$ cat src/rtl/aes_vector_sequencer.sv
// On-chip stimulus/check engine that plays stored pt/key/expected triples into the AES core and tallies results.
// Optional AES_SEQ_LOOP_EN adds cfg_loop: wrap the vector list until a second start ends the run.
module aes_vector_sequencer #(
    parameter int DATA_W  = 128,
    parameter int DEPTH   = 4,
    parameter int TIMEOUT = 64,
    parameter int GAP     = 2,
    parameter int CNT_W   = 16,
    localparam int AW     = $clog2(DEPTH)
) (
    input  logic              AES_clk,
    input  logic              AES_rst,
    input  logic              ld_we,
    input  logic [1:0]        ld_sel,
    input  logic [AW-1:0]     ld_addr,
    input  logic [DATA_W-1:0] ld_data,
    input  logic [AW:0]       cfg_num,
    input  logic              start,
`ifdef AES_SEQ_LOOP_EN
    input  logic              cfg_loop,
`endif
    output logic              AES_en,
    output logic [DATA_W-1:0] AES_data_in,
    output logic [DATA_W-1:0] AES_key_in,
    input  logic [DATA_W-1:0] AES_data_out,
    input  logic              AES_data_out_valid,
    output logic              busy,
    output logic              done,
    output logic [CNT_W-1:0]  pass_cnt,
    output logic [CNT_W-1:0]  fail_cnt,
    output logic [CNT_W-1:0]  tmo_cnt,
    output logic              first_fail_vld,
    output logic [AW-1:0]     first_fail_idx
);
    localparam int WW = $clog2(TIMEOUT + 1);
    localparam int GW = $clog2(GAP + 1);

    typedef enum logic [2:0] {S_IDLE, S_ISSUE, S_WAIT, S_GAP, S_FIN} state_t;

    state_t            state;
    logic [DATA_W-1:0] pt_mem  [DEPTH];
    logic [DATA_W-1:0] key_mem [DEPTH];
    logic [DATA_W-1:0] exp_mem [DEPTH];
    logic [AW-1:0]     idx, last;
    logic [WW-1:0]     wcnt;
    logic [GW-1:0]     gcnt;
    logic [AW:0]       num_c;
    logic [AW-1:0]     last_n;

`ifdef AES_SEQ_LOOP_EN
    logic loop_on, stop_req;
`else
    localparam logic loop_on  = 1'b0;
    localparam logic stop_req = 1'b0;
`endif

    function automatic logic [CNT_W-1:0] sat_inc(input logic [CNT_W-1:0] v);
        return (&v) ? v : v + 1'b1;
    endfunction

    always_comb begin
        num_c  = (cfg_num > (AW+1)'(DEPTH)) ? (AW+1)'(DEPTH) : cfg_num;
        last_n = AW'(num_c - 1'b1);
    end

    // Vector memory is deliberately not reset; loads only land while idle.
    always_ff @(posedge AES_clk) begin
        if (ld_we && state == S_IDLE) begin
            case (ld_sel)
                2'd0:    pt_mem[ld_addr]  <= ld_data;
                2'd1:    key_mem[ld_addr] <= ld_data;
                2'd2:    exp_mem[ld_addr] <= ld_data;
                default: ;
            endcase
        end
    end

    always_ff @(posedge AES_clk) begin
        if (AES_rst) begin
            state          <= S_IDLE;
            AES_en         <= 1'b0;
            AES_data_in    <= '0;
            AES_key_in     <= '0;
            busy           <= 1'b0;
            done           <= 1'b0;
            pass_cnt       <= '0;
            fail_cnt       <= '0;
            tmo_cnt        <= '0;
            first_fail_vld <= 1'b0;
            first_fail_idx <= '0;
            idx            <= '0;
            last           <= '0;
            wcnt           <= '0;
            gcnt           <= '0;
`ifdef AES_SEQ_LOOP_EN
            loop_on        <= 1'b0;
            stop_req       <= 1'b0;
`endif
        end else begin
            done <= 1'b0;
`ifdef AES_SEQ_LOOP_EN
            if (start && busy && loop_on)
                stop_req <= 1'b1;
`endif
            case (state)
                S_IDLE: begin
                    if (start) begin
                        pass_cnt       <= '0;
                        fail_cnt       <= '0;
                        tmo_cnt        <= '0;
                        first_fail_vld <= 1'b0;
                        first_fail_idx <= '0;
                        idx            <= '0;
                        last           <= last_n;
                        busy           <= 1'b1;
                        state          <= (cfg_num == '0) ? S_FIN : S_ISSUE;
`ifdef AES_SEQ_LOOP_EN
                        loop_on        <= cfg_loop;
                        stop_req       <= 1'b0;
`endif
                    end
                end
                S_ISSUE: begin
                    AES_data_in <= pt_mem[idx];
                    AES_key_in  <= key_mem[idx];
                    AES_en      <= 1'b1;
                    wcnt        <= '0;
                    state       <= S_WAIT;
                end
                S_WAIT: begin
                    // A result arriving on the timeout cycle still counts as a result.
                    if (AES_data_out_valid) begin
                        AES_en <= 1'b0;
                        gcnt   <= '0;
                        state  <= S_GAP;
                        if (AES_data_out == exp_mem[idx]) begin
                            pass_cnt <= sat_inc(pass_cnt);
                        end else begin
                            fail_cnt <= sat_inc(fail_cnt);
                            if (!first_fail_vld) begin
                                first_fail_vld <= 1'b1;
                                first_fail_idx <= idx;
                            end
                        end
                    end else if (wcnt == WW'(TIMEOUT - 1)) begin
                        AES_en  <= 1'b0;
                        gcnt    <= '0;
                        state   <= S_GAP;
                        tmo_cnt <= sat_inc(tmo_cnt);
                        if (!first_fail_vld) begin
                            first_fail_vld <= 1'b1;
                            first_fail_idx <= idx;
                        end
                    end else begin
                        wcnt <= wcnt + 1'b1;
                    end
                end
                S_GAP: begin
                    if (gcnt == GW'(GAP - 1)) begin
                        if (stop_req || (idx == last && !loop_on)) begin
                            state <= S_FIN;
                        end else begin
                            idx   <= (idx == last) ? '0 : idx + 1'b1;
                            state <= S_ISSUE;
                        end
                    end else begin
                        gcnt <= gcnt + 1'b1;
                    end
                end
                S_FIN: begin
                    done  <= 1'b1;
                    busy  <= 1'b0;
                    state <= S_IDLE;
                end
                default: state <= S_IDLE;
            endcase
        end
    end
endmodule

$ cat config.mk
export PLATFORM = sky130hd
export DESIGN_NAME = aes_vector_sequencer
export DESIGN_NICKNAME = d
export VERILOG_FILES = /design/src/rtl/aes_vector_sequencer.sv
export SDC_FILE = /design/constraint.sdc
export NUM_CORES = 2
export LEC_CHECK = 0
export CORE_ASPECT_RATIO = 1.1
export CORE_MARGIN = 2
export CORE_UTILIZATION = 60
export CTS_BUF_LIST = sky130_fd_sc_hd__clkbuf_2
export DETAILED_ROUTE_END_ITERATION = 12
export PLACE_DENSITY_LB_ADDON = 0.1
export SETUP_SLACK_MARGIN = 0.3
export SYNTH_ARGS = -nofsm -noshare
export SYNTH_HDL_FRONTEND = slang
export SYNTH_SLANG_ARGS = --single-unit
$ cat constraint.sdc
create_clock -name AES_clk -period 21.2 [get_ports AES_clk]
set_input_delay 4.24 -clock AES_clk [delete_from_list [all_inputs] [get_ports AES_clk]]
set_output_delay 4.24 -clock AES_clk [all_outputs]
set_load 0.02 [all_outputs]
### After elaboration in Yosys (flattened, before gate mapping)

Memories as Yosys holds them, arrays and structs flattened. A register that Yosys moved wholly into a read port is not among the register bits.
Cells that the tools add are included.

| storage, ports and cells | value |
|---|---|
| memories | 3 |
| RAM bits | 1536 |
| register bits after elaboration | 70 |
| input bits | 268 |
| output and inout bits | 310 |

| operators by class | value |
|---|---|
| mux-type cells | 59 |
| eq/ne operators | 25 |
| $lt $le $gt $ge | 1 |
| $add $sub $neg | 7 |
| reductions and logical operators | 23 |

Memory list:

| name | depth | bits a word | read ports | clocked after Yosys merged registers in | write ports | line | source |
|---|---|---|---|---|---|---|---|
| exp_mem | 4 | 128 | 1 | 1 | 1 | 43 | `logic [DATA_W-1:0] exp_mem [DEPTH];` |
| key_mem | 4 | 128 | 1 | 1 | 1 | 42 | `logic [DATA_W-1:0] key_mem [DEPTH];` |
| pt_mem | 4 | 128 | 1 | 1 | 1 | 41 | `logic [DATA_W-1:0] pt_mem [DEPTH];` |

Operators with widths:

| operator | count |
|---|---|
| 16-bit two-way mux | 10 |
| 128-bit == test | 1 |
| 16-bit case mux with 2 select lines | 3 |
| 16-bit by 1-bit adder with 16-bit output (second input constant) | 3 |
| 16-bit AND reduction | 3 |
| 2-bit two-way mux | 13 |
| 2-bit inequality test (second input constant) | 13 |
| 3-bit two-way mux | 6 |
| 1-bit two-way mux | 17 |
| 5-bit AND reduction | 3 |
| 7-bit two-way mux | 2 |
| 7-bit case mux with 2 select lines | 1 |
| 2-bit case mux with 2 select lines | 3 |
| 3-bit case mux with 4 select lines | 1 |
| 2-bit nonzero test | 5 |
| 3-bit AND reduction | 3 |
| 4-bit AND reduction | 2 |
| 7-bit by 1-bit adder with 7-bit output (second input constant) | 1 |
| 7-bit by 6-bit == test with 1-bit output (second input constant) | 1 |
| 3-bit by 2-bit == test with 1-bit output (second input constant) | 2 |
| 3-bit zero test | 2 |
| 3-bit inequality test (second input constant) | 2 |
| 1-bit case mux with 2 select lines | 3 |
| 2-bit AND reduction | 3 |
| 10 further kinds | 12 |

### Depth between registers and ports, before layout

| depth | value |
|---|---|
| depth in word-level cells | 6 |
| gate-level depth with buffers | 12 |
| gate-level depth less buffers | 10 |

### Worst setup path before layout

Ideal clock, no wire load.

| timing | value |
|---|---|
| kind | input -> register |
| start point | input port ld_we |
| end point | memory pt_mem[0][0] (enable) |
| slack | 7097 ps |
| library setup time | 774 ps |
| data arrival time | 13329 ps |
| cell stages on the path | 3 |
| cell sequence | nand2_1 -> or3_1 -> nor3_1 |

| on the way | value |
|---|---|
| cells in the longest elaborated chain, start to end | 3 |

RTL lines:

| element | line | source |
|---|---|---|
| from (decl) | 13 | `input logic ld_we,` |
| 1-bit logical AND | 68 | `if (ld_we && state == S_IDLE) begin` |
| 1-bit two-way mux | 68 |  |
| 1-bit two-way mux (not written as such) | 70 | `2'd0: pt_mem[ld_addr] <= ld_data;` |
| to (decl) | 41 |  |

Every way passes these cells.

### Worst setup path after layout

| timing | value |
|---|---|
| start point | register AES_data_in[58], read port of pt_mem |
| end point | output port AES_data_in[58] |

RTL lines:

| element | line | source |
|---|---|---|
| from (decl) | 23 | `output logic [DATA_W-1:0] AES_data_in,` |

No word-level cell between the ends.

==> results_dict.tcl <==
set metrics [dict create \
    clock-sinks 1864 \
    instances_no_fill 6498 \
    finalCritPeriodShare_pct 33.7 \
    ir_drop_v 0.0000512 \
    ctsHoldBuffers 0 \
    final_util_pct 70.4 \
    hold_viol 0 \
    placed_area_sq_um 76200 \
    clk_pin_slew_ns 0.11 \
    final_common_cell "edfxtp_1" \
    grt_usage_pct 29.6 \
    cp-start-kind "flop" \
    path_max_fanout 2 \
    grt-ovfl-total 0 \
    synth_flop_cell "edfxtp_1" \
    die_w_um 327 \
    grt_max_degree 131 \
    dp.final_hpwl_mm 105 \
    max_cap_violations 0 \
    final.setup.worst_slack_ns 14.06 \
    grt_pass1_wl_mm 251 \
    numCtsBuffers 441 \
    fmax_ghz 0.140 \
    fin_setup_tns_ns 0 \
    ys_seq_area_share_pct 76.7 \
    worst_setup_path_end_kind "output pin" \
    grtUsageMet1_pct 41.1 \
    finClkSkew_ns 0.121 \
    vias_per_cell 5.90 \
    async_reset_ff_share_pct 0 \
    cp_data_arrival_time_ns 2.90 \
    postSynthNetCount 3992 \
    ys.warnings.count 0 \
    die_h_um 359 \
    io_buffers 577 \
    slew-limit-headroom_pct 23.3 \
    finalSetupViolCount 0 \
    drive_above_1_share_pct 23.5 \
    num_rows 130 \
    slowest_stage "clkdlybuf4s50_1" \
    antenna_found_initial 30 \
    top_usage_layer "met2" \
    grt_pass1_vias 38300 \
    synth_edf_count 1536 \
    pin_count 578 \
    drtIter0Drc 3875 \
    clk_path_buf_depth 4 \
    routedWlPerCell_um 26.5 \
    avgSynthCellArea_sq_um 18.5 \
    power.density_nw_per_um2 86.4 \
    finalMaxSlewViolations 0 \
    path_buf_inv 1 \
    wirelength_mm 172 \
    ant_nets 0 \
    clk_latency_ns 1.76 \
    p_leak_nw 25.6 \
    dr.pass1.iters 5 \
    cts_tree "yes" \
    place_ws_ns 12.99 \
    cts_resized 0 \
    synthesis.area_sq_um 68700 \
    rsz0062_at_grt "false" \
    fin_crit_ns 7.14 \
    yosysUniqueCellTypes 54 \
    netlist_instances 3719 \
    holdCritPathClass "flop to flop" \
    dp_cells 5679 \
    crit_required_ns 16.96 \
    final_area_sq_um 80200 \
    final_cell_mix "1,536 x edfxtp_1, 681 x clkbuf_2, 576 x clkdlybuf4s50_1, 559 x nand2_1, 384 x mux4_2" \
    path_class "flop to output pin" \
    synth_seq_cells 1864 \
    floorplan.initialDensity_pct 60.3 \
    core_sq_um 114000 \
    die_area_sq_um 117000 \
    areaGrowthSynthToFinish_pct 16.7 \
    post-cts-setup-buffer-count 0 \
    r2r_slack_ns 15.20 \
    cpPeakStageDelay_ns 0.86 \
    outcome "completed" \
    drc 0 \
    htree_num_levels 5 \
    grt_util_met2_pct 46.8 \
    clockRootBuffer "clkbuf_2" \
    worstMarginPinSlew_ns 1.15 \
    nets 4877 \
    worst_path_dominant_cell_family "buffers and inverters" \
    gp_routability_congestion 0.837 \
    met3_usage_pct 7.41 \
    crit_chain "clkdlybuf4s50_1" \
    vias 38300 \
]
cells in the mapped netlist, drive strengths merged, types with 4 or more instances:
| master | instances | area (sq um) |
|---|---|---|
| and4 | 4 | 35.0 |
| nand4 | 48 | 300 |
| a21o | 4 | 30.0 |
| o211ai | 8 | 60.1 |
| a21oi | 272 | 1360 |
| nor4 | 15 | 93.8 |
| dfxtp | 328 | 6570 |
| and3 | 15 | 93.8 |
| xnor2 | 136 | 1190 |
| inv | 6 | 22.5 |
| o31ai | 11 | 97.6 |
| or3 | 7 | 43.8 |
| mux2i | 8 | 80.1 |
| o21ai | 17 | 85.1 |
| ha | 5 | 62.6 |
| nor3 | 18 | 90.1 |
| buf | 64 | 280 |
| nand2 | 559 | 2100 |
| nor2 | 60 | 233 |
| xor2 | 13 | 114 |
| edfxtp | 1536 | 46100 |
| nor3b | 5 | 37.5 |
| nor2b | 4 | 25.0 |
| nand2b | 9 | 56.3 |
| clkbuf | 124 | 465 |
| mux4 | 384 | 8650 |
| and2 | 5 | 31.3 |
| nand3 | 26 | 135 |
report_power, final:
group	switching, mW	total (mW)	internal [mW]
logic	0.376	0.584	0.209
clock network	1.35	2.23	0.874
registers	0.0551	4.12	4.06
flip-flops by register name, summed over array words and instances, names as in the netlist, 3 cells and up, named ones only:
register and count:
AES_data_in 128, AES_key_in 128, exp_mem 512, fail_cnt 16, key_mem 512, pass_cnt 16, pt_mem 512, state 3
tmo_cnt 16, wcnt 7
metrics by stage:
step | hold WS, ns | power (mW)
after floorplan | 0.468 | 4.45
after global placement | 0.442 | 4.78
after detailed placement | 0.447 | 4.79
after CTS | 0.460 | 6.99
after global routing | 0.478 | 7.21
final | 0.458 | 6.93
area by class of cell:
| class | instances | area, sq um |
|---|---|---|
| Tap cell | 1518 | 1900 |
| Clock buffer | 681 | 3410 |
| Inverter | 6 | 22.5 |
| Fill cell | 7581 | 33700 |
| Sequential cell | 1864 | 52700 |
| Antenna cell | 12 | 30.0 |
| Multi-Input combinational cell | 1661 | 15300 |
| Clock inverter | 126 | 548 |
| Timing Repair Buffer | 630 | 6240 |
final timing paths:
path	start	end	depth (start not counted)
max	AES_data_in[58]$_SDFFE_PP0P_	AES_data_in[58]	1
min	AES_data_in[92]$_SDFFE_PP0P_	AES_data_in[92]$_SDFFE_PP0P_	2
max reg2reg	flop	pass_cnt[6]$_SDFFE_PP0P_	11
min reg2reg	AES_data_in[92]$_SDFFE_PP0P_	AES_data_in[92]$_SDFFE_PP0P_	2
metal layers:
layer,vias to the layer above,wire [um]
met5,-,220
met4,36,3920
met3,238,15600
li1,16600,-
met2,1864,84700
met1,19600,67600
kinds of logic (layout without fill, tap and decap cells):
group,after synthesis,count (layout),share of synthesized area (%)
other cells,0,12,0
simple gates,779,779,4.81
mux,393,393,12.7
compound gates,335,335,2.67
fa+ha+maj,5,5,0.0911
xor+xnor,149,149,1.90
flops,1864,1864,76.7
buf+inv,194,1443,1.12
Note: power is estimated with default switching activity, not from simulation.
